<file path="src/rtl/shift_xfer_ctrl.sv">
// shift_xfer_ctrl: serial shift transfer controller with captured-word handshake and overrun flag
module shift_xfer_ctrl #(
    parameter int WIDTH     = 8,
    parameter bit MSB_FIRST = 1'b1
) (
    input  logic             clk,
    input  logic             rst,
    input  logic             start,
    input  logic [WIDTH-1:0] tx_data,
    input  logic             sin,
    output logic             sout,
    output logic             busy,
    output logic             done,
    output logic [WIDTH-1:0] rx_data,
    output logic             rx_valid,
    input  logic             rx_ready,
    output logic             overrun,
    input  logic             ovr_clr
);
    localparam int CW = $clog2(WIDTH);

    typedef enum logic {IDLE, SHIFT} state_t;

    state_t           state;
    logic [WIDTH-1:0] sreg;
    logic [WIDTH-1:0] shifted;
    logic [CW-1:0]    cnt;
    logic             last;
    logic             capture;

    // Next shift-register value, and whether this edge completes the word
    always_comb begin
        shifted = MSB_FIRST ? {sreg[WIDTH-2:0], sin} : {sin, sreg[WIDTH-1:1]};
        last    = cnt == CW'(WIDTH - 1);
        capture = (state == SHIFT) && last;
        sout    = (state == SHIFT) ? (MSB_FIRST ? sreg[WIDTH-1] : sreg[0]) : 1'b0;
    end

    assign busy = state == SHIFT;

    // Transfer FSM plus receive-side capture, consume and sticky overrun
    always_ff @(posedge clk or posedge rst) begin
        if (rst) begin
            state    <= IDLE;
            sreg     <= '0;
            cnt      <= '0;
            done     <= 1'b0;
            rx_data  <= '0;
            rx_valid <= 1'b0;
            overrun  <= 1'b0;
        end else begin
            done <= capture;
            case (state)
                IDLE: if (start) begin
                    sreg  <= tx_data;
                    cnt   <= '0;
                    state <= SHIFT;
                end
                SHIFT: begin
                    sreg <= shifted;
                    cnt  <= last ? '0 : cnt + 1'b1;
                    if (last) state <= IDLE;
                end
                default: state <= IDLE;
            endcase
            if (capture) begin
                rx_data  <= shifted;
                rx_valid <= 1'b1;
            end else if (rx_valid && rx_ready) begin
                rx_valid <= 1'b0;
            end
            // A fresh overwrite of an unconsumed word beats a same-edge clear
            overrun <= (capture && rx_valid && !rx_ready) ? 1'b1 : ovr_clr ? 1'b0 : overrun;
        end
    end
endmodule

</file>
<file path="config.mk">
export PLATFORM = sky130hd
export DESIGN_NAME = shift_xfer_ctrl
export DESIGN_NICKNAME = d
export VERILOG_FILES = /design/src/rtl/shift_xfer_ctrl.sv
export SDC_FILE = /design/constraint.sdc
export NUM_CORES = 1
export LEC_CHECK = 0
export CAP_MARGIN = 40
export CORE_UTILIZATION = 41
export CTS_CLUSTER_SIZE = 12
export DETAILED_ROUTE_END_ITERATION = 10
export PLACE_DENSITY = 0.78
export REMOVE_ABC_BUFFERS = 1
export SLEW_MARGIN = 30
export SYNTH_ARGS = -nofsm -noshare
export SYNTH_HDL_FRONTEND = slang
export SYNTH_SLANG_ARGS = --single-unit
</file>
<file path="constraint.sdc">
create_clock -name clk -period 1.3 [get_ports clk]
set_input_delay 0.26 -clock clk [delete_from_list [all_inputs] [get_ports clk]]
set_output_delay 0.26 -clock clk [all_outputs]
set_load 0.01 [all_outputs]
</file>
==> key figures, run 1 <==
Timing
  • Worst setup margin: -0.0700 ns
  • Clock Skew: 0.00130 ns
  • Least-Margin Pin Slew: 0.283 ns
  • Top achievable clock speed: 730 MHz
  • RSZ-0062 raised after global routing: yes
  • Min cycle time layout: 1.37 ns
  • Tcrit/Tclk final: 105%
  • Final Hold Fails: 0
  • Rel. slew slack: 81.1%
  • Fin. max-slew vios: 0
  • # setup viols final: 7

Final layout
  • Nets: 132
  • Fillers: 194
  • ANT cells: 0
  • Area occupied by multi-input gates: 393 um^2
  • Proportion of layout cells with a drive suffix above 1: 24.3%
  • Most frequent cells in the layout: dfrtp_1, clkdlybuf4s50_1, nand2_1, dlygate4sd2_1
  • Sequential cell area: 576 um^2
  • Commonest non-fill, non-tap cell in the layout: dfrtp_1
  • Area growth syn-to-layout: 42.5%

Critical path
  • Cell Chain, Critical Path: ha_2 > ha_4 > nand2_4 > buf_12 > mux2_4
  • R2R cell count: 5
  • Crit path launch type: flop
  • CP max stage cell: dfrtp_1
  • Worst r2r src: cnt[0]
  • Critical Path Sink Type: flop
  • Max incr delay on CP: 0.40 ns
  • R2r setup slk: -0.07 ns
  • Reg-to-reg endpoint: rx_data[0]
  • Crit Path Max Fanout: 7
  • CP Class: reg -> reg
  • Crit path DAT: 1.56 ns
  • WP data required: 1.49 ns

Global route
  • Vias in the first global route: 736
  • First-pass GRT wire length: 3.13 mm
  • Gr ovfl total: 0
  • Total GRT Usage: 16.5%
  • Largest net degree at the start of global routing: 24
  • Initial antenna violation count: 0

Status
  • Status: finished with violations
  • Failing checks: negative setup slack

Drt
  • Met1 WL: 774 um
  • DR vias: 672
  • Metal2 WL: 986 um
  • DR vias/cell: 4.70
  • DRT Wirelength: 1.84 mm
  • Routed Antenna Nets: 0
  • Remaining DRCs: 0
  • Router iterations before antenna repair: 3
  • Met3 WL: 78 um
  • DRT iter0 DRCs: 7
  • Top Metal Used: met3
  • DR WL/cell: 12.9 um

Placement
  • Pre-CTS WS: -0.136 ns
  • Routability cong.: 0.693
  • Post-DP HPWL: 1.34 mm
  • Port bufs: 26

Power
  • Pwr/cell area: 2170 nW/um^2
  • Leak: 0.715 nW
  • Power Total: 3.04 mW
  • Worst-case vdd ir drop: 0.00120 V

Synthesis
  • Netlist Area Pre-Place: 981 um^2
  • Flops & latches, synth: 23
  • Post-synth cell types: 19
  • Seq/Total Area, Yosys: 58.7%
  • Avg Inst Size Synth: 12.7 um^2
  • Cell count after synthesis: 77
  • Yosys warns: 0

Worst hold path
  • Min-delay worst type: in -> async

Flow run
  • Maxcap violations: 0

Clocking
  • Clock latency at the later pin of the worst-skew pair: 0.30 ns
  • Max Root-Sink Buffers: 2
  • Max H-tree Level: 1
  • Worst-path clk slew: 0.11 ns
  • Root Buffer: clkbuf_4
  • CTS tree: yes
  • Total CTS buffers: 3
  • CTS Sinks: 23

Floorplanning
  • Die height: 50.9 um
  • Die area: 2590 um^2
  • Core area: 2230 um^2
  • DIE WIDTH: 50.9 um
  • Io pins: 27
  • Num rows: 17
  • Initial Utilization: 43.9%
cell usage after synthesis (all sizes together):
cell type | count | area, um^2
dfrtp | 23 | 576
nand2 | 11 | 43.8
o21ai | 9 | 45.0
mux2 | 8 | 116
mux2i | 8 | 80.1
buf | 4 | 26.3
inv | 3 | 11.3
ha | 2 | 25.0
nand2b | 2 | 12.5
a21o | 1 | 7.51
a21oi | 1 | 5.00
a22o | 1 | 8.76
and2 | 1 | 6.26
nor2 | 1 | 3.75
nor3b | 1 | 7.51
o22ai | 1 | 6.26
what timing repair did:
item / 4_1_cts / 5_1_grt
endpoints found under the setup margin: 22 / 12
hold buffers: 0 / 0
resized for setup: 23 / 2
pin swaps: 2 / 2
gates cloned: 0 / 0
buffers inserted: 2 / 1
worst max path at each step:
stage | startpoint | to | slack, ns | cells past startpoint
floorplan | busy | rx_data[5] | -0.20 | 2
global placement | cnt[0] | rx_data[0] | -0.11 | 5
detailed placement | cnt[0] | rx_data[0] | -0.14 | 5
CTS | cnt[1] | rx_data[0] | -0.08 | 5
global route | cnt[0] | rx_data[0] | -0.11 | 5
finish | cnt[0] | rx_data[0] | -0.07 | 5
critical path: cells and delay by family, from the launching register on:
| family | cells | cell delay, ns |
|---|---|---|
| mux | 1 | 0.30 |
| flops | 1 | 0.40 |
| fa+ha+maj | 2 | 0.36 |
| simple gates | 1 | 0.08 |
| buf+inv | 1 | 0.13 |
metrics by stage:
| step | instances | TNS (ns) | hold slack [ns] | util [%] | instance area (um^2) |
|---|---|---|---|---|---|
| finish | 143 | -0.390 | 0.285 | 62.6 | 1400 |
| detailed placement | 137 | -0.998 | 0.496 | 60.4 | 1350 |
| floorplan | 73 | -1.48 | 0.262 | - | 955 |
| global route | 143 | -0.689 | 0.297 | 62.6 | 1400 |
| CTS | 143 | -0.503 | 0.288 | 62.7 | 1400 |
| global placement | 137 | -0.713 | 0.488 | 60.4 | 1350 |
per-layer routing:
layer	GRT usage [%]	up-vias
met1	19.0	316
met3	3.27	0
met2	30.5	20
met4	5.09	0
li1	-	336
met5	0	-
where the power goes:
part           total [mW]  internal [mW]  switching, mW  leakage, nW
Clock               0.312          0.119          0.192       0.0150
Combinational        1.46          0.853          0.605        0.418
Sequential           1.27           1.06          0.212        0.282
Total                3.04           2.03           1.01        0.715
final cells by class:
type                            instances  share of cell area, %
Clock buffer                            4                   1.88
Inverter                                3                  0.806
Multi-Input combinational cell         47                   28.1
Sequential cell                        23                   41.2
Tap cell                               28                   2.51
Timing Repair Buffer                   38                   25.5
cell families after synthesis:
logic type / synth area share, %
flops: 58.7
compound gates: 7.40
fa+ha+maj: 2.55
simple gates: 7.53
buf+inv: 3.83
mux: 20.0
sequential cells by signal, indices dropped and copies added, names as in the netlist:
| name | count |
|---|---|
| rx_valid | 1 |
| cnt | 3 |
| done | 1 |
| sreg | 8 |
| busy | 1 |
| overrun | 1 |
| rx_data | 8 |
Note: power is estimated with default switching activity, not from simulation.
==> run 2, diff against run 1 <==
--- a/config.mk
+++ b/config.mk
@@ -6,6 +6,7 @@
 export NUM_CORES = 1
 export LEC_CHECK = 0
 export CAP_MARGIN = 40
+export CORE_MARGIN = 2
 export CORE_UTILIZATION = 41
 export CTS_CLUSTER_SIZE = 12
 export DETAILED_ROUTE_END_ITERATION = 10
==> key figures, run 2 (synthesis gave the netlist of run 1 again) <==
Status
  • Status: finished with violations
  • Failing checks: negative setup slack

Clocking
  • Total CTS buffers: 3
  • Root Buffer: clkbuf_4
  • CTS Sinks: 23
  • Clock latency at the later pin of the worst-skew pair: 0.30 ns
  • Worst-path clk slew: 0.12 ns
  • Max H-tree Level: 1
  • CTS tree: yes
  • Max Root-Sink Buffers: 2

Flow run
  • Maxcap violations: 0

Drt
  • DR WL/cell: 14.2 um
  • Remaining DRCs: 0
  • DRT iter0 DRCs: 9
  • Router iterations before antenna repair: 4
  • Routed Antenna Nets: 0
  • DR vias/cell: 4.83
  • DR vias: 710
  • DRT Wirelength: 2.09 mm

Power
  • Leak: 0.745 nW
  • Worst-case vdd ir drop: 0.00127 V
  • Pwr/cell area: 2240 nW/um^2

Final layout
  • Most frequent cells in the layout: dfrtp_1, clkdlybuf4s50_1, buf_4
  • Final instance area: 1450 um^2
  • Area growth syn-to-layout: 48.0%
  • Biggest regs: rx_data x8, sreg x8, cnt x3
  • Nets: 136
  • Fillers: 180
  • ANT cells: 0
  • Final core utilization: 65.0%
  • Commonest non-fill, non-tap cell in the layout: dfrtp_1
  • Proportion of layout cells with a drive suffix above 1: 27.7%

Placement
  • Port bufs: 26
  • DP Area: 1340 um^2
  • Post-DP HPWL: 1.38 mm
  • Routability cong.: 0.734

Timing
  • Hold WS: 0.285 ns
  • Least-Margin Pin Slew: 0.293 ns
  • RSZ-0062 raised after global routing: yes
  • Fin. max-slew vios: 0
  • Worst setup margin: -0.112 ns
  • # setup viols final: 9
  • Clock Skew: 0.00154 ns
  • Min cycle time layout: 1.41 ns
  • Final Hold Fails: 0
  • Rel. slew slack: 80.5%
  • Tcrit/Tclk final: 109%
  • Top achievable clock speed: 708 MHz

Critical path
  • WP data required: 1.50 ns
  • Worst r2r src: cnt[1]
  • CP Class: reg -> reg
  • Crit path launch type: flop
  • Crit Path Max Fanout: 7
  • Crit path DAT: 1.61 ns
  • Critical Path Sink Type: flop
  • CP Launch Point: cnt[1]

Global route
  • GRT Max-Usage Layer: met2
  • Vias in the first global route: 739
  • Met3 Track Usage GR: 3.39%
  • Grt met1 use: 20.6%
  • Largest net degree at the start of global routing: 24
  • Initial antenna violation count: 0
  • GRT met2 Usage: 30.6%
  • Gr ovfl total: 0
  • Total GRT Usage: 17.2%
  • First-pass GRT wire length: 3.37 mm

Floorplanning
  • DIE WIDTH: 52.9 um
  • Io pins: 27
  • Num rows: 17
  • Die area: 2800 um^2
  • Initial Utilization: 43.9%
  • Die height: 52.9 um
  • Core area: 2230 um^2

Worst hold path
  • Min-delay worst type: in -> async
-- run 2: area by class of cell --
type	instances	area, um^2	area share [%]
clock buffers	4	26.3	1.81
inverters	3	11.3	0.776
multi-input cells	47	407	28.0
flip-flops and latches	23	576	39.7
well taps	28	35.0	2.41
repair buffers	42	397	27.3
-- run 2: worst paths after layout --
path / end / slack (ns) / depth (start not counted)
max: rx_data[0] / -0.11 / 5
min: done / 0.28 / 3
max reg2reg: rx_data[0] / -0.11 / 5
min reg2reg: rx_data[1] / 0.52 / 1
max in group asynchronous: sreg[3] / 0.79 / 3
min in group clk: rx_data[1] / 0.52 / 1
-- run 2: critical path, cell delays in order, from the launching register on --
cell and delay [ns]:
dfrtp_1 0.44, ha_4 0.18, ha_4 0.16, nand2_4 0.10
buf_12 0.13, mux2_4 0.30
-- run 2: through the flow --
step	total power [mW]	instances	worst slack [ns]	setup TNS [ns]
finish	3.25	147	-0.112	-0.755
global route	3.49	147	-0.136	-1.03
CTS	3.18	145	-0.0960	-0.684
detailed placement	2.77	136	-0.146	-1.16
global placement	2.70	136	-0.102	-0.790
floorplan	2.02	73	-0.199	-1.48
-- run 2: repair_timing --
action | 4_1_cts | 5_1_grt
buffers inserted | 7 | 3
setup endpoints to repair | 21 | 12
endpoints found under the hold margin | 0 | 0
gates resized for setup | 27 | 3
hold buffers | 0 | 0
pin swaps | 1 | 2
-- run 2: metal layers --
metal	up-vias	wire length (um)	part of all wire, %
li1	343	-	-
met1	341	854	41
met2	24	1100	52
met3	2	128	6.1
met4	0	12	0.57
met5	-	0	0
-- run 2: power breakdown --
part	total [mW]	switching (mW)	internal, mW
clock network	0.324	0.205	0.120
logic	1.63	0.648	0.979
registers	1.30	0.248	1.06
total	3.25	1.10	2.15
